## src/rtl/hazard_ctrl.sv

```systemverilog
// hazard_ctrl: pipeline enable/flush control for the 5-stage RV32 core.
// Resolves hazards in the fixed order data-memory wait > EX redirect > load-use.
// A wait-timeout FSM halts the core when the data bus hangs, and two saturating
// counters record stall cycles and redirect flushes for debug.
module hazard_ctrl #(
  parameter int TIMEOUT = 64,
  parameter int CNT_W   = 32
) (
  input  logic             clk,
  input  logic             rst,
  input  logic [4:0]       id_rs1,
  input  logic [4:0]       id_rs2,
  input  logic             id_uses_rs1,
  input  logic             id_uses_rs2,
  input  logic [4:0]       id_ex_rd,
  input  logic             id_ex_mem_read,
  input  logic             ex_redirect,
  input  logic             ex_mem_mem_req,
  input  logic             dmem_ready,
  output logic             pc_en,
  output logic             if_id_en,
  output logic             if_id_flush,
  output logic             id_ex_en,
  output logic             id_ex_flush,
  output logic             ex_mem_en,
  output logic             mem_wb_flush,
  output logic             halted,
  output logic             mem_fault,
  output logic [CNT_W-1:0] stall_count,
  output logic [CNT_W-1:0] flush_count
);

  // wait_cnt must be able to hold values up to TIMEOUT.
  localparam int WC_W = $clog2(TIMEOUT + 1);
  localparam logic [WC_W-1:0]  WAIT_LAST = WC_W'(TIMEOUT - 1);
  localparam logic [WC_W-1:0]  WAIT_ONE  = WC_W'(1);
  localparam logic [WC_W-1:0]  WAIT_ZERO = WC_W'(0);
  localparam logic [CNT_W-1:0] CNT_MAX   = {CNT_W{1'b1}};
  localparam logic [CNT_W-1:0] CNT_ONE   = CNT_W'(1);

  typedef enum logic [1:0] {
    ST_RUN  = 2'd0,
    ST_WAIT = 2'd1,
    ST_HALT = 2'd2
  } state_t;

  state_t           state_q, state_d;
  logic [WC_W-1:0]  wait_cnt_q, wait_cnt_d;
  logic             halted_q, halted_d;
  logic             mem_fault_q, mem_fault_d;
  logic [CNT_W-1:0] stall_count_q, stall_count_d;
  logic [CNT_W-1:0] flush_count_q, flush_count_d;

  logic mem_stall_s;
  logic load_use_s;
  logic rs1_match_s;
  logic rs2_match_s;
  logic stall_act_s;
  logic flush_act_s;

  // Raw hazard terms decoded from the pipeline-register fields.
  always_comb begin
    rs1_match_s = id_uses_rs1 & (id_rs1 == id_ex_rd);
    rs2_match_s = id_uses_rs2 & (id_rs2 == id_ex_rd);
    mem_stall_s = ex_mem_mem_req & ~dmem_ready;
    // x0 is never a real producer, so a load targeting it causes no hazard.
    load_use_s  = id_ex_mem_read & (id_ex_rd != 5'd0) & (rs1_match_s | rs2_match_s);
  end

  // Per-stage enables and flushes, combinational so they act on the next edge.
  always_comb begin
    pc_en        = 1'b1;
    if_id_en     = 1'b1;
    if_id_flush  = 1'b0;
    id_ex_en     = 1'b1;
    id_ex_flush  = 1'b0;
    ex_mem_en    = 1'b1;
    mem_wb_flush = 1'b0;
    stall_act_s  = 1'b0;
    flush_act_s  = 1'b0;
    if (rst) begin
      // Hold the whole pipe frozen and bubbled while reset is asserted.
      pc_en        = 1'b0;
      if_id_en     = 1'b0;
      if_id_flush  = 1'b1;
      id_ex_en     = 1'b0;
      id_ex_flush  = 1'b1;
      ex_mem_en    = 1'b0;
      mem_wb_flush = 1'b1;
    end else if (state_q == ST_HALT) begin
      pc_en        = 1'b0;
      if_id_en     = 1'b0;
      if_id_flush  = 1'b1;
      id_ex_en     = 1'b0;
      id_ex_flush  = 1'b1;
      ex_mem_en    = 1'b0;
      mem_wb_flush = 1'b1;
    end else if (mem_stall_s) begin
      // Freeze everything upstream of MEM; redirect/load-use inputs stay
      // stable because their producing stages are frozen too.
      pc_en        = 1'b0;
      if_id_en     = 1'b0;
      id_ex_en     = 1'b0;
      ex_mem_en    = 1'b0;
      mem_wb_flush = 1'b1;
      stall_act_s  = 1'b1;
    end else if (ex_redirect) begin
      // PC loads the branch target; the two younger fetched slots are killed.
      if_id_flush  = 1'b1;
      id_ex_flush  = 1'b1;
      flush_act_s  = 1'b1;
    end else if (load_use_s) begin
      // Hold IF and ID one cycle and inject a single bubble into EX.
      pc_en        = 1'b0;
      if_id_en     = 1'b0;
      id_ex_flush  = 1'b1;
      stall_act_s  = 1'b1;
    end else begin
      stall_act_s  = 1'b0;
    end
  end

  // Memory-wait FSM: counts consecutive stalled cycles and halts on timeout.
  always_comb begin
    state_d    = state_q;
    wait_cnt_d = wait_cnt_q;
    case (state_q)
      ST_RUN: begin
        if (mem_stall_s) begin
          state_d    = ST_WAIT;
          wait_cnt_d = WAIT_ONE;
        end else begin
          state_d    = ST_RUN;
          wait_cnt_d = WAIT_ZERO;
        end
      end
      ST_WAIT: begin
        if (mem_stall_s) begin
          if (wait_cnt_q == WAIT_LAST) begin
            state_d = ST_HALT;
          end else begin
            wait_cnt_d = wait_cnt_q + WAIT_ONE;
          end
        end else begin
          // Either the access completed or the request was withdrawn.
          state_d    = ST_RUN;
          wait_cnt_d = WAIT_ZERO;
        end
      end
      ST_HALT: begin
        state_d = ST_HALT;
      end
      default: begin
        state_d    = ST_RUN;
        wait_cnt_d = WAIT_ZERO;
      end
    endcase
  end

  // Status flags and saturating debug counters; all frozen once halted.
  always_comb begin
    halted_d      = (state_d == ST_HALT);
    mem_fault_d   = (state_d == ST_HALT) && (state_q != ST_HALT);
    stall_count_d = stall_count_q;
    flush_count_d = flush_count_q;
    if (state_q != ST_HALT) begin
      if (stall_act_s && (stall_count_q != CNT_MAX)) begin
        stall_count_d = stall_count_q + CNT_ONE;
      end else begin
        stall_count_d = stall_count_q;
      end
      if (flush_act_s && (flush_count_q != CNT_MAX)) begin
        flush_count_d = flush_count_q + CNT_ONE;
      end else begin
        flush_count_d = flush_count_q;
      end
    end else begin
      stall_count_d = stall_count_q;
      flush_count_d = flush_count_q;
    end
  end

  // State, wait counter, flags and counters, cleared asynchronously by rst.
  always_ff @(posedge clk or posedge rst) begin
    if (rst) begin
      state_q       <= ST_RUN;
      wait_cnt_q    <= WAIT_ZERO;
      halted_q      <= 1'b0;
      mem_fault_q   <= 1'b0;
      stall_count_q <= '0;
      flush_count_q <= '0;
    end else begin
      state_q       <= state_d;
      wait_cnt_q    <= wait_cnt_d;
      halted_q      <= halted_d;
      mem_fault_q   <= mem_fault_d;
      stall_count_q <= stall_count_d;
      flush_count_q <= flush_count_d;
    end
  end

  assign halted      = halted_q;
  assign mem_fault   = mem_fault_q;
  assign stall_count = stall_count_q;
  assign flush_count = flush_count_q;

endmodule

```

## config.mk

```make
export PLATFORM = sky130hd
export DESIGN_NAME = hazard_ctrl
export DESIGN_NICKNAME = d
export VERILOG_FILES = /design/src/rtl/hazard_ctrl.sv
export SDC_FILE = /design/constraint.sdc
export NUM_CORES = 1
export LEC_CHECK = 0
export ABC_CLOCK_PERIOD_IN_PS = 2400
export BUFFER_PORTS_ARGS = -buffer_cell sky130_fd_sc_hd__clkbuf_2
export CAP_MARGIN = 20
export CELL_PAD_IN_SITES_DETAIL_PLACEMENT = 1
export CELL_PAD_IN_SITES_GLOBAL_PLACEMENT = 1
export CORE_UTILIZATION = 41
export CTS_CLUSTER_SIZE = 25
export DETAILED_ROUTE_END_ITERATION = 7
export GPL_TIMING_DRIVEN = 0
export PLACE_DENSITY = 0.85
export SYNTH_ARGS = -nofsm -noshare
export SYNTH_HDL_FRONTEND = slang
export SYNTH_SLANG_ARGS = --single-unit
export TNS_END_PERCENT = 50
```

## constraint.sdc

```tcl
create_clock -name clk -period 2.4 [get_ports clk]
set_clock_uncertainty 0.05 [all_clocks]
set_input_delay 0.12 -clock clk [delete_from_list [all_inputs] [get_ports clk]]
set_output_delay 0.12 -clock clk [all_outputs]
set_load 0.01 [all_outputs]
```

==> key figures <==
Floorplan
  • Die width: 98.72 um
  • Core area: a little under 9000 um^2
  • Ports: 96
  • Vert. Die Dim: between 90 and 100 um
  • Rows: 34
  • Die area: approximately 10000 um^2
  • Initial Util: between 40% and 50%

Logic synthesis
  • Number of synthesized flops with an enable pin: 0
  • Yosys reg bits: 75
  • Synth Instances: approximately 360
  • Most used flip-flop cell after synthesis: dfrtp_1
  • Average size of a mapped cell: ~11 um^2
  • Warnings from Yosys: 0
  • Post-Syn Nets: between 300 and 400
  • Sequential share of the synthesized area: between 40% and 50%
  • Synth unique cells: 48
  • Synth async-reset ratio: between 90% and 100%
  • Synthesized area: approximately 3800 um^2

Setup path
  • Worst EP arrival: about 2400 ps
  • Worst r2r dst: flush_count[10]
  • Worst setup EP type: flip-flop
  • Maximum fanout along the worst path: 6
  • Worst setup path startpoint: flush_count[0]
  • R2R Path Start: flush_count[0]
  • CP required: ~2600 ps
  • Crit start category: flip-flop
  • R2R Setup Slk: ~160 ps
  • Kind of critical path: flip-flop to flip-flop
  • Worst R2R Path Depth: 7
  • Worst Setup EP: flush_count[10]

Clock tree
  • H-tree levels: 3
  • Cts bufs inserted: 9
  • Clk_lat worst skew: approximately 350 ps
  • CTS tree: built
  • CTS clk-pin slew, worst paths: about 80 ps
  • CTS Buffer Depth: 2
  • Clock sinks: 75
  • CTS Root Cell: clkbuf_8

Run
  • # Max-Cap Violations: 0

Routing
  • Initial DRC Count: ~150
  • DRT Wirelength: between 10000 and 15000 um
  • First-pass detailed-route iteration total: 4
  • DRC Markers: 0
  • Final ANT Viol Nets: 0
  • Vias per std cell: around 5.5
  • Drt wl/cell: ~18 um
  • Vias: around 3200

Power and ir drop
  • P per Cell Area: roughly 650 nW/um^2
  • Leak Pwr: approximately 0.0023 uW
  • VDD IR-drop max: roughly 0.25 mV
  • Total power: between 3000 and 4000 uW

Final layout
  • Share of layout cells above drive strength 1: 30.38%
  • Synth-to-Final Area Change: 23.33%
  • Layout fillers: 1007
  • Layout Cells excl Fill: roughly 580
  • # diodes: 0
  • NumNets Final: 496

Timing
  • Tcrit/Tclk final: 93.30%
  • Peak Freq: 0.4466 GHz
  • Worst Slack Setup Final: about 160 ps
  • Endpoints failing setup: 0
  • Max Slew Vio Count: 0
  • Hold Vio Cnt, Final: 0
  • Setup TNS: 0 ps
  • RSZ-0062 raised after global routing: no
  • Worst-Margin Slew: ~520 ps
  • Min cycle time layout: between 2000 and 2500 ps
  • Slew headroom: about two thirds

Global routing
  • GRT Overall Usage: between 20% and 30%
  • First-pass GRT wire length: around 17000 um
  • Vias in the first global route: approximately 3400
  • Grt total ovfl: 0
  • Initial antenna violation count: 0
  • Largest net degree at the start of global routing: 47

Min path
  • Worst Hold Class: primary input to flip-flop
  • Hold Path Depth: 4

Place
  • Pre-CTS setup slack: between 15 and 20 ps
  • Hpwl dp: about 7700 um
  • Buffers on Ports: 95
  • Gpl congestion: about 0.81
  • Post-placement cell count: ~570

Outcome
  • Status: complete, no violations
[cells in the final DEF, fill, tap and decap left out, types with 2 or more instances in the layout]
cell,instances
clkbuf_2,95
dfrtp_1,75
xnor2_1,52
nand2_1,35
nand3_1,28
nand4_1,26
nor2_1,21
xor2_1,21
and3_1,11
nor3_2,10
clkbuf_8,9
and4_1,8
o21ai_0,7
buf_4,6
nor3_1,6
inv_1,6
nor2b_1,3
a21oi_1,3
clkbuf_1,3
o21bai_1,3
bufinv_16,3
nand2b_1,2
buf_6,2
or3_4,2
nor4_1,2
o31ai_1,2
o22ai_1,2
ha_1,2
[cells by family after synthesis]
family | after synthesis | share of synthesized area (%)
AOI/OAI and AO/OA | 26 | 5.155
xor gates and xnor gates | 73 | 16.67
adders and majority gates | 3 | 0.9789
buffers and inverters | 17 | 2.480
DFF | 75 | 48.94
muxes | 1 | 0.2936
and+or+nand+nor | 166 | 25.48
[critical path, cell delays in order, from the launching register on]
cell	delay [ps]
dfrtp_1	440
ha_1	200
and3_1	330
nand4_1	280
buf_4	230
a21oi_2	270
nand4_1	160
xnor2_1	160
[cells in the mapped netlist, types with 7 or more instances]
library cell  number  share of area [%]
dfrtp_1           75                 49
xnor2_1           52                 12
nand2_1           35                3.4
nand3_1           28                3.7
nand4_1           26                4.2
nor2_1            21                2.1
xor2_1            21                4.8
and3_1            11                1.8
nor3_2            10                2.6
and4_1             8                1.8
inv_1              7               0.69
o21ai_0            7               0.91
[state kept, by name, summed over array words and instances (netlist names)]
name         count
flush_count     32
state_q          2
wait_cnt_q       7
halted           1
mem_fault        1
stall_count     32
[layout make-up]
type | instances | area [um^2] | area share [%]
plain buffers | 9 | 65.06 | 1.376
clock buffers | 10 | 127.6 | 2.698
clock inverters | 5 | 102.6 | 2.169
inverters | 7 | 28.78 | 0.6085
multi-input cells | 269 | 1866 | 39.44
flip-flops and latches | 75 | 1877 | 39.68
well taps | 108 | 135.1 | 2.857
repair buffers | 99 | 528.0 | 11.16
[metal layers]
metal / track usage [%] / share of wire (%)
met1: 30.19 / 45
met2: 38.79 / 49
met3: 3.121 / 4.8
met4: 7.922 / 1.8
met5: 0 / 0
[per-stage QoR]
step / area (um^2) / hold slack (ps) / util (%)
2_1_floorplan: 3835 / 259.3 / -
3_3_place_gp: 4446 / 387.5 / 50.00
3_5_place_dp: 4476 / 114.5 / 50.34
4_1_cts: 4712 / 35.18 / 53.00
5_1_grt: 4730 / 52.65 / 53.19
6_report: 4730 / 44.12 / 53.19
[repair_timing]
| action | in CTS | in global routing |
|---|---|---|
| gates cloned | 0 | 0 |
| setup endpoints to repair | 17 | 16 |
| pin swaps | 0 | 1 |
| hold endpoints to repair | 29 | 0 |
| gates resized for setup | 0 | 1 |
| setup buffers | 0 | 2 |
| hold buffers | 1 | 0 |
[report_power, final]
part	total (uW)	leakage, uW	switching, uW	internal (uW)
registers	1460	0.00102	125	1340
clock network	1160	0.000112	472	684
logic	454	0.00113	272	181
[how the worst min path moves through the flow]
stage / startpoint / to
floorplan: dmem_ready / state_q[0]
global route: dmem_ready / state_q[0]
global placement: dmem_ready / state_q[0]
detailed placement: rst / flush_count[0]
finish: dmem_ready / state_q[0]
CTS: dmem_ready / state_q[0]
Note: power is estimated with default switching activity, not from simulation.
